[src/rtl/aurora_rx_lane_core.sv]
// aurora_rx_lane_core
//   Receive back-end for one Aurora 64b/66b lane: reassembles 66-bit blocks
//   from a serial bit stream, acquires and keeps block lock by bit-slipping,
//   and (optionally) descrambles the 64-bit payload.
//
// Build option:
//   AURORA_RX_DESCRAMBLE_EN  defined   -> x^58+x^39+1 self-synchronous descrambler
//                            undefined -> rx_data_o carries the raw payload bits
//
// Ports:
//   clk_rx_i       sole clock, rising edge
//   rst_n_i        asynchronous active-low reset
//   rx_data_i      serial data bit
//   rx_bit_vld_i   rx_data_i is valid this cycle
//   rx_polarity_i  1 = invert rx_data_i before processing
//   rx_data_o      payload of the last accepted block
//   rx_header_o    sync header of the last accepted block
//   rx_valid_o     one-cycle pulse per accepted block
//   rx_stat_o      [0] block_lock, [1] last header invalid, [7:2] slip count (sat. 63)
module aurora_rx_lane_core #(
    parameter int unsigned LOCK_CNT   = 32,
    parameter int unsigned ERR_WINDOW = 64,
    parameter int unsigned ERR_MAX    = 16
) (
    input  logic        clk_rx_i,
    input  logic        rst_n_i,
    input  logic        rx_data_i,
    input  logic        rx_bit_vld_i,
    input  logic        rx_polarity_i,
    output logic [63:0] rx_data_o,
    output logic [1:0]  rx_header_o,
    output logic        rx_valid_o,
    output logic [7:0]  rx_stat_o
);

    localparam int unsigned GW = $clog2(LOCK_CNT + 1);
    localparam int unsigned BW = (ERR_WINDOW > 1) ? $clog2(ERR_WINDOW) : 1;
    localparam int unsigned EW = $clog2(ERR_MAX + 1);

    typedef enum logic {
        ST_UNLOCKED,
        ST_LOCKED
    } state_t;

    state_t        state_q,    state_d;
    logic [64:0]   sh_q,       sh_d;
    logic [6:0]    bit_cnt_q,  bit_cnt_d;
    logic [GW-1:0] good_cnt_q, good_cnt_d;
    logic [BW-1:0] blk_cnt_q,  blk_cnt_d;
    logic [EW-1:0] err_cnt_q,  err_cnt_d;
    logic          slip_q,     slip_d;
    logic [5:0]    slip_cnt_q, slip_cnt_d;
    logic          hdr_inv_q,  hdr_inv_d;
    logic [63:0]   data_q,     data_d;
    logic [1:0]    header_q,   header_d;
    logic          valid_q,    valid_d;
`ifdef AURORA_RX_DESCRAMBLE_EN
    logic [57:0]   scr_q,      scr_d;
`endif

    logic       in_bit;
    logic       out_bit;
    logic [1:0] hdr;
    logic       hdr_ok;

    // The shifter stores header bits raw and payload bits already descrambled,
    // so together with the incoming bit it forms the finished 66-bit block.
    always_comb begin
        state_d    = state_q;
        sh_d       = sh_q;
        bit_cnt_d  = bit_cnt_q;
        good_cnt_d = good_cnt_q;
        blk_cnt_d  = blk_cnt_q;
        err_cnt_d  = err_cnt_q;
        slip_d     = slip_q;
        slip_cnt_d = slip_cnt_q;
        hdr_inv_d  = hdr_inv_q;
        data_d     = data_q;
        header_d   = header_q;
        valid_d    = 1'b0;
`ifdef AURORA_RX_DESCRAMBLE_EN
        scr_d      = scr_q;
`endif
        in_bit  = rx_data_i ^ rx_polarity_i;
        out_bit = in_bit;
        hdr     = sh_q[64:63];
        hdr_ok  = hdr[1] ^ hdr[0];

        if (rx_bit_vld_i) begin
            if (slip_q) begin
                // Discarded bit: shifter, bit counter and history all hold.
                slip_d = 1'b0;
            end else begin
`ifdef AURORA_RX_DESCRAMBLE_EN
                if (bit_cnt_q >= 7'd2) begin
                    out_bit = in_bit ^ scr_q[38] ^ scr_q[57];
                    scr_d   = {scr_q[56:0], in_bit};
                end
`endif
                sh_d = {sh_q[63:0], out_bit};
                if (bit_cnt_q == 7'd65) begin
                    bit_cnt_d = '0;
                    hdr_inv_d = ~hdr_ok;
                    if (hdr_ok && (state_q == ST_LOCKED)) begin
                        valid_d  = 1'b1;
                        data_d   = {sh_q[62:0], out_bit};
                        header_d = hdr;
                    end
                    case (state_q)
                        ST_UNLOCKED: begin
                            if (hdr_ok) begin
                                good_cnt_d = good_cnt_q + 1'b1;
                                if (good_cnt_q == GW'(LOCK_CNT - 1)) begin
                                    state_d   = ST_LOCKED;
                                    blk_cnt_d = '0;
                                    err_cnt_d = '0;
                                end
                            end else begin
                                good_cnt_d = '0;
                                slip_d     = 1'b1;
                                if (slip_cnt_q != 6'd63) begin
                                    slip_cnt_d = slip_cnt_q + 1'b1;
                                end
                            end
                        end
                        default: begin
                            if (!hdr_ok && (err_cnt_q == EW'(ERR_MAX - 1))) begin
                                state_d    = ST_UNLOCKED;
                                good_cnt_d = '0;
                                slip_d     = 1'b1;
                            end else if (blk_cnt_q == BW'(ERR_WINDOW - 1)) begin
                                blk_cnt_d = '0;
                                err_cnt_d = '0;
                            end else begin
                                blk_cnt_d = blk_cnt_q + 1'b1;
                                err_cnt_d = err_cnt_q + EW'(~hdr_ok);
                            end
                        end
                    endcase
                end else begin
                    bit_cnt_d = bit_cnt_q + 1'b1;
                end
            end
        end
    end

    always_ff @(posedge clk_rx_i or negedge rst_n_i) begin
        if (!rst_n_i) begin
            state_q    <= ST_UNLOCKED;
            sh_q       <= '0;
            bit_cnt_q  <= '0;
            good_cnt_q <= '0;
            blk_cnt_q  <= '0;
            err_cnt_q  <= '0;
            slip_q     <= 1'b0;
            slip_cnt_q <= '0;
            hdr_inv_q  <= 1'b0;
            data_q     <= '0;
            header_q   <= '0;
            valid_q    <= 1'b0;
`ifdef AURORA_RX_DESCRAMBLE_EN
            scr_q      <= '0;
`endif
        end else begin
            state_q    <= state_d;
            sh_q       <= sh_d;
            bit_cnt_q  <= bit_cnt_d;
            good_cnt_q <= good_cnt_d;
            blk_cnt_q  <= blk_cnt_d;
            err_cnt_q  <= err_cnt_d;
            slip_q     <= slip_d;
            slip_cnt_q <= slip_cnt_d;
            hdr_inv_q  <= hdr_inv_d;
            data_q     <= data_d;
            header_q   <= header_d;
            valid_q    <= valid_d;
`ifdef AURORA_RX_DESCRAMBLE_EN
            scr_q      <= scr_d;
`endif
        end
    end

    assign rx_data_o   = data_q;
    assign rx_header_o = header_q;
    assign rx_valid_o  = valid_q;
    assign rx_stat_o   = {slip_cnt_q, hdr_inv_q, (state_q == ST_LOCKED)};

endmodule

[config.mk]
export PLATFORM = sky130hd
export DESIGN_NAME = aurora_rx_lane_core
export DESIGN_NICKNAME = d
export VERILOG_FILES = /design/src/rtl/aurora_rx_lane_core.sv
export SDC_FILE = /design/constraint.sdc
export NUM_CORES = 1
export LEC_CHECK = 0
export BUFFER_PORTS_ARGS = -buffer_cell sky130_fd_sc_hd__buf_2
export CAP_MARGIN = 20
export CORE_ASPECT_RATIO = 1.1
export CORE_MARGIN = 3
export CORE_UTILIZATION = 45
export DETAILED_ROUTE_END_ITERATION = 7
export GPL_ROUTABILITY_DRIVEN = 0
export PLACE_DENSITY_LB_ADDON = 0.25
export SKIP_CTS_REPAIR_TIMING = 1
export SYNTH_ARGS = -nofsm -noshare
export SYNTH_HDL_FRONTEND = slang
export SYNTH_SLANG_ARGS = --single-unit
[constraint.sdc]
create_clock -name clk_rx_i -period 4.2 [get_ports clk_rx_i]
set_input_delay 0.21 -clock clk_rx_i [delete_from_list [all_inputs] [get_ports clk_rx_i]]
set_output_delay 0.21 -clock clk_rx_i [all_outputs]
set_load 0.005 [all_outputs]
Word-level counts from Yosys, hierarchy flattened
Cells that the tools add are included.

Add/subtract/negate cells: 5. $mul: 0. Divide/modulo/power cells: 0. $lt $le $gt $ge: 0. Equal/unequal tests: 7. Shift operators: 0. Multiplexer cells: 27. Bitwise operators: 6. Reduce and logical (&&, ||, !) cells: 11.

Operator list (count): 2-to-1 mux 6 bit (8); 2-to-1 mux 5 bit (5); adder 6 x 1 -> 6 bit, second input constant (3); 2-to-1 mux 1 bit (13); AND reduction 6 bit (2); AND reduction 4 bit (2); adder 7 x 1 -> 7 bit, second input constant (1); == test 7 bit, second input constant (1); 2-to-1 mux 7 bit (1); == test 6 x 5 -> 1 bit, second input constant (1); == test 6 bit, second input constant (1); != test 6 bit, second input constant (1); adder 5 bit (1); == test 5 x 4 -> 1 bit, second input constant (1); NOT 1 -> 5 bit (1); nonzero test 2 bit (2); NOT 1 bit (3); AND reduction 3 bit (1); logical AND 1 bit (2); != test 2 x 1 -> 1 bit, second input constant (1); != test 2 bit, second input constant (1); AND reduction 2 bit (1); XOR 1 bit (2); zero test 1 bit (1).

Flip-flop bits (word level): 165. Latch bits: 0. RAM bits: 0. Memory bits (read-only): 0. Bits of input ports: 5. Memories kept: 0.

Logic depth before layout (Yosys ltp)
Gate-level depths: netlist (run 1).

Word-level depth: 7. Mapped depth: 9. Gate-level depth less buffers: 9.

Worst setup path before layout (run 1)
Ideal clock, no wire load.

Kind: reg-to-reg. From: register bit_cnt_q[1]. To: register data_q[14] (netlist: rx_data_o[14]). Library setup time: 125 ps. Data arrival time: 1872 ps. Slack: 2203 ps. Cell stages (with the launch flop): 9. Path buffers: 2. Cell sequence: dfrtp_1 inv_1 ha_1 or4b_4 nor2_4 nand3_2 buf_6 buf_6 mux2_4.

Cells in the longest elaborated chain, start to end: 2.

RTL lines: start, declared (RTL line 47) `logic [6:0] bit_cnt_q, bit_cnt_d;`; start signal, assigned (RTL line 167) `bit_cnt_q <= bit_cnt_d;`; == test 7 bit (RTL line 101) `if (bit_cnt_q == 7'd65) begin`; AND reduction 4 bit (no source line); end signal, assigned (RTL line 174) `data_q <= data_d;`; end, declared (RTL line 54) `logic [63:0] data_q, data_d;`.

No other way between the ends. A chain may end at the register's enable or synchronous reset.

Final worst setup path (run 1)
From: register bit_cnt_q[1]. To: register data_q[31] (netlist: rx_data_o[31]).

Same word-level chain as after synthesis.

==> metrics.yaml, run 1 <==
num_vias: 4488
clock_path_buffers: 2
grt_start_max_net_pins: 108
slowest_delay_ns: 0.53
relSlewSlack_pct: 36.3
slew_viol_final: 0
async_reset_ff_share_pct: 100
ys_seq_area_share_pct: 59.2
r2r_start: "bit_cnt_q[1]"
dieArea_sq_um: 17000
critPathCapture: "rx_data_o[31]"
detail-route-antenna-nets: 0
cpLargestDelayFamily: "simple AND/OR/NAND/NOR gates"
syn_inst: 608
dr.pass1.iters: 5
tightest_slew_ns: 0.955
antenna_found_initial: 0
worst-path-max-fanout: 38
grt_usage_pct: 16.0
fin_crit_sh_pct: 67.0
utilization_pct: 54.0
syn_nets: 620
cts_made_buffers: 17
drtIter0Drc: 327
diodes: 0
synth_flop_cell: "dfrtp_1"
synth_area_sq_um: 6970
drc_errors: 0
cap_viol_max_count: 0
finClkSkew_ns: 0.00771
end_kind: "flip-flop"
clk_pin_slew_ns: 0.06
cp_data_required_time_ns: 4.50
cts_root_buffer: "clkbuf_16"
finalNetCount: 697
ctsHtreeMaxLevel: 4
final_cells: 894
die_w_um: 125
die_h_um: 137
grt_pass1_vias: 4460
clock_latency_ns: 0.42
worstSetupStartpoint: "bit_cnt_q[1]"
overflow: 0
cp_slowest_cell: "nand3_4"
setup_slack_ns: 1.38
grt_pass1_wl_mm: 22.1
cts_sinks: 165
ff2ff_path_depth: 7
place_inst: 860
drive_gt1_share_pct: 28.4
rows: 47
dp_hpwl_mm: 8.67
rrSetupSlack_ns: 1.38
powerDensity_nw_per_um2: 450
synth_edf_count: 0
cp_data_arrival_time_ns: 3.12
start_kind: "flip-flop"
grt_setup_unrepaired: "no"
leakagePower_uw: 0.00452
hold_viol_final: 0
start_util_pct: 46.1
yosys_warnings: 0
ir_worst_vdd_uv: 258
hp-class: "in -> reg"
holdPathStages: 2
core-area_sq_um: 15100
wirelength_mm: 13.2
synth.distinct_cells: 53
fin_setup_tns_ns: 0
pre_cts_ws_ns: 1.36
total_power_uw: 3670
worstReg2RegEnd: "rx_data_o[31]"
fmax_mhz: 355
area_growth_syn_to_layout_pct: 17.0
path_depth: 7
io_buffers: 79
avgSynthCellArea_sq_um: 11.5
finalSetupViolations: 0
fill_cells: 1301
num_io_pins: 80
status: "finished, final reports clean"
crit_buf_inv: 2
cp_cell_sequence: "inv_1, ha_1, or4b_4, nor2_4, nand3_4, buf_4, mux2_4"
synth-seq-cells: 165
critical_path_class: "reg -> reg"
vias_per_cell: 5.02
cts_tree: "built"
period_needed_ns: 2.82
avgRoutedWirePerCell_um: 14.8
==> worst register-to-register path, cell delays in order (launching register included) <==
cell,delay (ns)
dfrtp_1,0.41
inv_1,0.07
ha_1,0.16
or4b_4,0.51
nor2_4,0.18
nand3_4,0.53
buf_4,0.51
mux2_4,0.33
==> through the flow <==
| step | hold slack (ns) | cell area (sq um) |
|---|---|---|
| final | 0.0517 | 8160 |
| after global placement | 0.397 | 7520 |
| after CTS | -0.0554 | 8130 |
| after global routing | 0.0425 | 8160 |
| after floorplan | -0.0856 | 6970 |
| after detailed placement | 0.396 | 7520 |
==> cell families after synthesis <==
family | count (synthesis) | share of synthesized area [%]
AOI/OAI and AO/OA | 46 | 4.65
xor gates and xnor gates | 9 | 1.13
adders and majority gates | 7 | 1.26
buffers and inverters | 41 | 2.98
DFF | 165 | 59.2
muxes | 70 | 13.9
and+or+nand+nor | 270 | 16.9
==> placed cells by master, fill, tap and decap left out, types with 4 or more instances in the layout <==
cell,Yosys,routed
a21oi_1,13,13
buf_2,1,78
xor2_1,7,7
buf_4,2,7
nor2_1,8,8
o21ai_0,6,6
mux2_4,49,49
nor4_1,7,7
inv_1,10,10
mux2_2,18,18
and3_1,4,4
clkbuf_8,0,4
clkbuf_16,0,17
nand3_1,15,15
dfrtp_1,165,165
nand2_1,210,210
o21a_1,4,4
ha_1,7,7
==> flip-flops by register name (all words and copies together), names as in the netlist <==
register	cells
hdr_inv_q	1
err_cnt_q	5
slip_cnt_q	6
sh_q	65
blk_cnt_q	6
good_cnt_q	6
bit_cnt_q	7
rx_data_o	64
state_q	1
rx_header_o	2
slip_q	1
rx_valid_o	1
==> cell type report <==
cell class | count | area (sq um) | area share [%]
sequential | 165 | 4130 | 50.6
inverter | 11 | 41.3 | 0.506
multi-input combinational | 402 | 2650 | 32.5
clock buffer | 21 | 480 | 5.89
timing repair buffer | 88 | 484 | 5.94
clock inverter | 11 | 124 | 1.52
tap | 196 | 245 | 3.01
==> how the worst min path moves through the flow <==
stage | startpoint | endpoint | slack (ns)
after floorplan | rst_n_i | bit_cnt_q[0] | -0.09
after global placement | rst_n_i | rx_data_o[27] | 0.40
after detailed placement | rst_n_i | rx_data_o[27] | 0.40
final | rx_bit_vld_i | slip_q | 0.05
after CTS | rst_n_i | rx_data_o[27] | -0.06
after global routing | rx_bit_vld_i | slip_q | 0.04
==> routing by layer <==
metal | part of all wire (%) | track usage (%)
met1 | 47 | 21.3
met2 | 48 | 25.3
met3 | 4.3 | 4.64
met4 | 1.5 | 5.97
met5 | 0 | 0
==> power breakdown <==
part	internal (uW)	switching [uW]	leakage, uW
clock	939	618	0.000291
combinational	109	165	0.00198
sequential	1720	127	0.00225
==> cell usage after synthesis (3+ instances only) <==
cell / count / area share (%)
a21o_1: 3 / 0.32
a21oi_1: 13 / 0.93
a221o_1: 3 / 0.43
a22o_1: 3 / 0.38
a31oi_1: 3 / 0.27
and3_1: 4 / 0.36
buf_6: 6 / 0.97
clkbuf_1: 19 / 1.0
dfrtp_1: 165 / 59
ha_1: 7 / 1.3
inv_1: 10 / 0.54
mux2_2: 18 / 2.9
mux2_4: 49 / 11
mux2i_1: 3 / 0.43
nand2_1: 210 / 11
nand2b_1: 3 / 0.27
nand3_1: 15 / 1.1
nor2_1: 8 / 0.43
nor2b_1: 4 / 0.36
nor3_1: 3 / 0.22
nor4_1: 7 / 0.63
o21a_1: 4 / 0.43
o21ai_0: 6 / 0.43
xor2_1: 7 / 0.88
Note: power is estimated with default switching activity, not from simulation.
==> inputs of run 2 (changes only) <==
- clock period: 4.2 -> 2.9 ns (I/O delays scaled with it)
==> metrics.yaml, run 2 (synthesized netlist as in run 1, its figures left out) <==
cts_made_buffers: 17
vias_per_cell: 5.07
switchingPower_uw: 1290
gr-usage-met2_pct: 26.1
worst-path-max-fanout: 12
grt_start_max_net_pins: 67
ctsHtreeMaxLevel: 4
finalSetupViolations: 0
die_w_um: 125
hold_viol_final: 0
seq_area_sq_um: 4130
io_buffers: 79
internal_power_uw: 3870
end_kind: "flip-flop"
clock_path_buffers: 2
dp_hpwl_mm: 8.57
num_vias: 4528
swShare_pct: 24.9
wirelength_mm: 13.1
cts_root_buffer: "clkbuf_16"
dr.pass1.iters: 4
core-area_sq_um: 15100
critical_path_class: "reg -> reg"
finalNetCount: 699
crit_buf_inv: 1
fin_setup_tns_ns: 0
powerDensity_nw_per_um2: 636
hp-class: "in -> reg"
overflow: 0
grt_pass1_vias: 4505
dieArea_sq_um: 17000
area_growth_syn_to_layout_pct: 16.5
clock_latency_ns: 0.42
num_io_pins: 80
drive_gt1_share_pct: 28.0
period_needed_ns: 2.38
drtIter0Drc: 316
layout_commonest_cell: "nand2_1"
fill_cells: 1301
largest_reg_flops: 65
ir_worst_vdd_uv: 344
antenna_found_initial: 0
avgRoutedWirePerCell_um: 14.6
slew_viol_final: 0
design_area_sq_um: 8120
p_seq_share_pct: 51.8
cap_viol_max_count: 0
start_util_pct: 46.1
grt_usage_pct: 16.2
grt_use_met3_pct: 3.98
clkPwrFrac_pct: 40.6
drc_errors: 0
rows: 47
final_cell_mix: "nand2_1 (210), dfrtp_1 (165), buf_2 (78), mux2_4 (49), mux2_2 (18)"
detail-route-antenna-nets: 0
top_usage_layer: "met2"
cp_slowest_cell: "o32ai_2"
leakagePower_uw: 0.00450
fin_crit_sh_pct: 82.1
tightest_slew_ns: 0.615
rrSetupSlack_ns: 0.52
fmax_mhz: 420
cp_data_arrival_time_ns: 2.69
slowest_delay_ns: 0.53
cp_data_required_time_ns: 3.21
die_h_um: 137
grt_pass1_wl_mm: 22.4
p_comb_share_pct: 7.6
grt.met1_usage_pct: 21.0
cts_tree: "built"
grt_setup_unrepaired: "no"
clk_pin_slew_ns: 0.06
dpl_cell_area_sq_um: 7550
status: "finished, final reports clean"
top_register: "sh_q"
multi_input_area_sq_um: 2650
cts_sinks: 165
cp_cell_sequence: "inv_1, ha_1, nor4b_2, nand2_1, o32ai_2, mux2_2"
cpLargestDelayFamily: "simple AND/OR/NAND/NOR gates"
finClkSkew_ns: 0.00812
diodes: 0
relSlewSlack_pct: 59.0
start_kind: "flip-flop"
utilization_pct: 53.7
run 2: changes by cell type in the layout (fill, tap and decap cells not counted), sizes merged:
cell	before	now
bufinv	2	1
clkinv	5	3
buf	87	88
dlygate4sd3	1	2
clkinvlp	3	4
inv	12	11
run 2: layout make-up:
class / count / area share [%]
timing repair buffer: 90 / 6.18
multi-input combinational: 402 / 32.7
inverter: 11 / 0.509
clock inverter: 8 / 0.971
tap: 196 / 3.02
sequential: 165 / 50.9
clock buffer: 21 / 5.80
run 2: metal layers:
layer	routed length (um)	share of wire [%]	vias to the layer above
li1	-	-	2190
met1	5860	45	2221
met2	6360	49	96
met3	595	4.6	21
met4	235	1.8	0
met5	0	0	-
run 2: final timing paths:
check                             start       endpoint  cells past startpoint
min in group asynchronous       rst_n_i       sh_q[16]                      2
max in group asynchronous       rst_n_i  rx_data_o[41]                      3
min                           rx_data_i        sh_q[0]                      4
max reg2reg                bit_cnt_q[1]   err_cnt_q[1]                      6
min reg2reg                    sh_q[54]       sh_q[55]                      2
max                        bit_cnt_q[1]   err_cnt_q[1]                      6
run 2: power by group through the flow:
| stage | combinational, uW | clock [uW] | sequential [uW] |
|---|---|---|---|
| global route | 461 | 2260 | 2700 |
| CTS | 404 | 2150 | 2670 |
| detailed placement | 399 | 0 | 2710 |
| global placement | 382 | 0 | 2700 |
| finish | 393 | 2100 | 2670 |
| floorplan | 278 | 0 | 2660 |
run 2: metrics by stage:
step           std cells  total power (uW)  hold slack (ns)  setup WS (ns)
3_3_place_gp         862              3080            0.187          0.635
6_report             893              5160           0.0403          0.518
2_1_floorplan        608              2940           -0.151          0.903
4_1_cts              891              5230           -0.261          0.498
5_1_grt              893              5420           0.0379          0.348
3_5_place_dp         862              3110            0.194          0.503
run 2: worst reg2reg max path: stages, from the launching register on:
cell	delay, ns
dfrtp_1	0.41
inv_1	0.07
ha_1	0.14
nor4b_2	0.38
nand2_1	0.36
o32ai_2	0.53
mux2_2	0.39
==> inputs of run 3 (changes only) <==
- clock period: 2.9 -> 2.4 ns (I/O delays scaled with it)
==> metrics.yaml, run 3 (synthesized netlist as in run 1, its figures left out) <==
end_kind: "flip-flop"
clock_latency_ns: 0.42
slew_viol_final: 0
worst-path-max-fanout: 65
relSlewSlack_pct: 52.6
internal_power_uw: 4790
clk_pin_slew_ns: 0.06
switchingPower_uw: 1610
fmax_mhz: 463
final_cells: 901
start_util_pct: 46.1
worstSetupStartpoint: "bit_cnt_q[1]"
clock_path_buffers: 2
cap_viol_max_count: 0
cts_sinks: 165
antenna_found_initial: 0
grt_start_max_net_pins: 76
place_inst: 868
period_needed_ns: 2.16
area_growth_syn_to_layout_pct: 18.3
detail-route-antenna-nets: 0
cts_tree: "built"
num_vias: 4609
leakagePower_uw: 0.00456
utilization_pct: 54.6
layout_commonest_cell: "nand2_1"
io_buffers: 79
status: "finished with violations"
cts_made_buffers: 17
grt_usage_pct: 16.5
whs_ns: -0.00254
p_seq_share_pct: 50.4
drc_errors: 0
overflow: 0
top_register: "sh_q"
fin_setup_tns_ns: 0
cp_data_required_time_ns: 2.70
start_kind: "flip-flop"
drive_gt1_share_pct: 28.8
setup_slack_ns: 0.241
grt_pass1_wl_mm: 22.8
cp_slowest_cell: "or4b_4"
cpLargestDelayFamily: "simple AND/OR/NAND/NOR gates"
grt_setup_unrepaired: "no"
wirelength_mm: 13.4
finalNetCount: 705
dr.pass1.iters: 4
avgRoutedWirePerCell_um: 14.9
violations: "hold timing"
die_h_um: 137
cp_cell_sequence: "inv_1, ha_1, or4b_4, nor2_4, nand3_4, buf_12, mux2_4"
finalSetupViolations: 0
grt_pass1_vias: 4569
diodes: 0
fin_crit_sh_pct: 90.0
dpl_cell_area_sq_um: 7640
core-area_sq_um: 15100
finClkSkew_ns: 0.00913
drtIter0Drc: 318
powerDensity_nw_per_um2: 776
design_area_sq_um: 8250
clkPwrFrac_pct: 41.8
pre_cts_ws_ns: 0.270
hold_viol_final: 1
min_from: "rx_data_i"
dp_hpwl_mm: 8.72
vias_per_cell: 5.12
hp-class: "in -> reg"
cts_root_buffer: "clkbuf_16"
num_io_pins: 80
ir_worst_vdd_uv: 443
swShare_pct: 25.2
critical_path_class: "reg -> reg"
final_cell_mix: "nand2_1 (210), dfrtp_1 (165), buf_2 (78), mux2_4 (49), mux2_2 (18)"
dieArea_sq_um: 17000
crit_buf_inv: 2
p_comb_share_pct: 7.7
tightest_slew_ns: 0.711
r2r_start: "bit_cnt_q[1]"
ctsHtreeMaxLevel: 4
die_w_um: 125
cp_data_arrival_time_ns: 2.46
slowest_delay_ns: 0.50
rows: 47
largest_reg_flops: 65
run 3: cell count changes in the layout (fill, tap and decap cells not counted):
cell	delta
clkbuf_8	-1
bufinv_16	+1
buf_4	+2
buf_12	+4
clkinv_4	+1
inv_6	+1
run 3: routing by layer:
metal	vias up	global-route usage (%)	part of all wire [%]
met5	-	0	0
met4	0	5.12	1.1
met3	16	4.80	4.0
met2	95	26.7	49
met1	2300	21.8	46
li1	2198	-	-
run 3: layout make-up:
class	count	area, sq um
clock buffers	20	457
inverters	11	41.3
flip-flops and latches	165	4130
well taps	196	245
fillers	1305	6870
clock inverters	11	126
multi-input cells	402	2650
repair buffers	96	597
run 3: final timing paths:
path                                       to  slack (ns)  cells past startpoint
max in group asynchronous       rx_data_o[48]        1.39                      3
worst min-delay path                  sh_q[0]      -0.003                      4
worst min register to register      hdr_inv_q        0.49                      2
worst max register to register  rx_data_o[59]        0.24                      7
min in group asynchronous       rx_data_o[29]        0.29                      2
worst max-delay path            rx_data_o[59]        0.24                      7
run 3: stage by stage:
step                      power (uW)  hold slack (ns)
after floorplan                 3550           -0.176
after global placement          3740            0.200
after detailed placement        3780            0.200
after CTS                       6470           -0.256
after global routing            6710           0.0145
final                           6400         -0.00254
run 3: power groups by stage:
| stage | Combinational [uW] | Clock (uW) | Sequential [uW] |
|---|---|---|---|
| final | 495 | 2680 | 3230 |
| after global routing | 584 | 2870 | 3260 |
| after CTS | 508 | 2740 | 3230 |
| after detailed placement | 506 | 0 | 3270 |
| after global placement | 482 | 0 | 3260 |
| after floorplan | 336 | 0 | 3210 |
run 3: worst register-to-register path, cell delays in order (launching register included):
cell,delay [ns]
dfrtp_1,0.41
inv_1,0.07
ha_1,0.14
or4b_4,0.50
nor2_4,0.18
nand3_4,0.09
buf_12,0.24
mux2_4,0.41
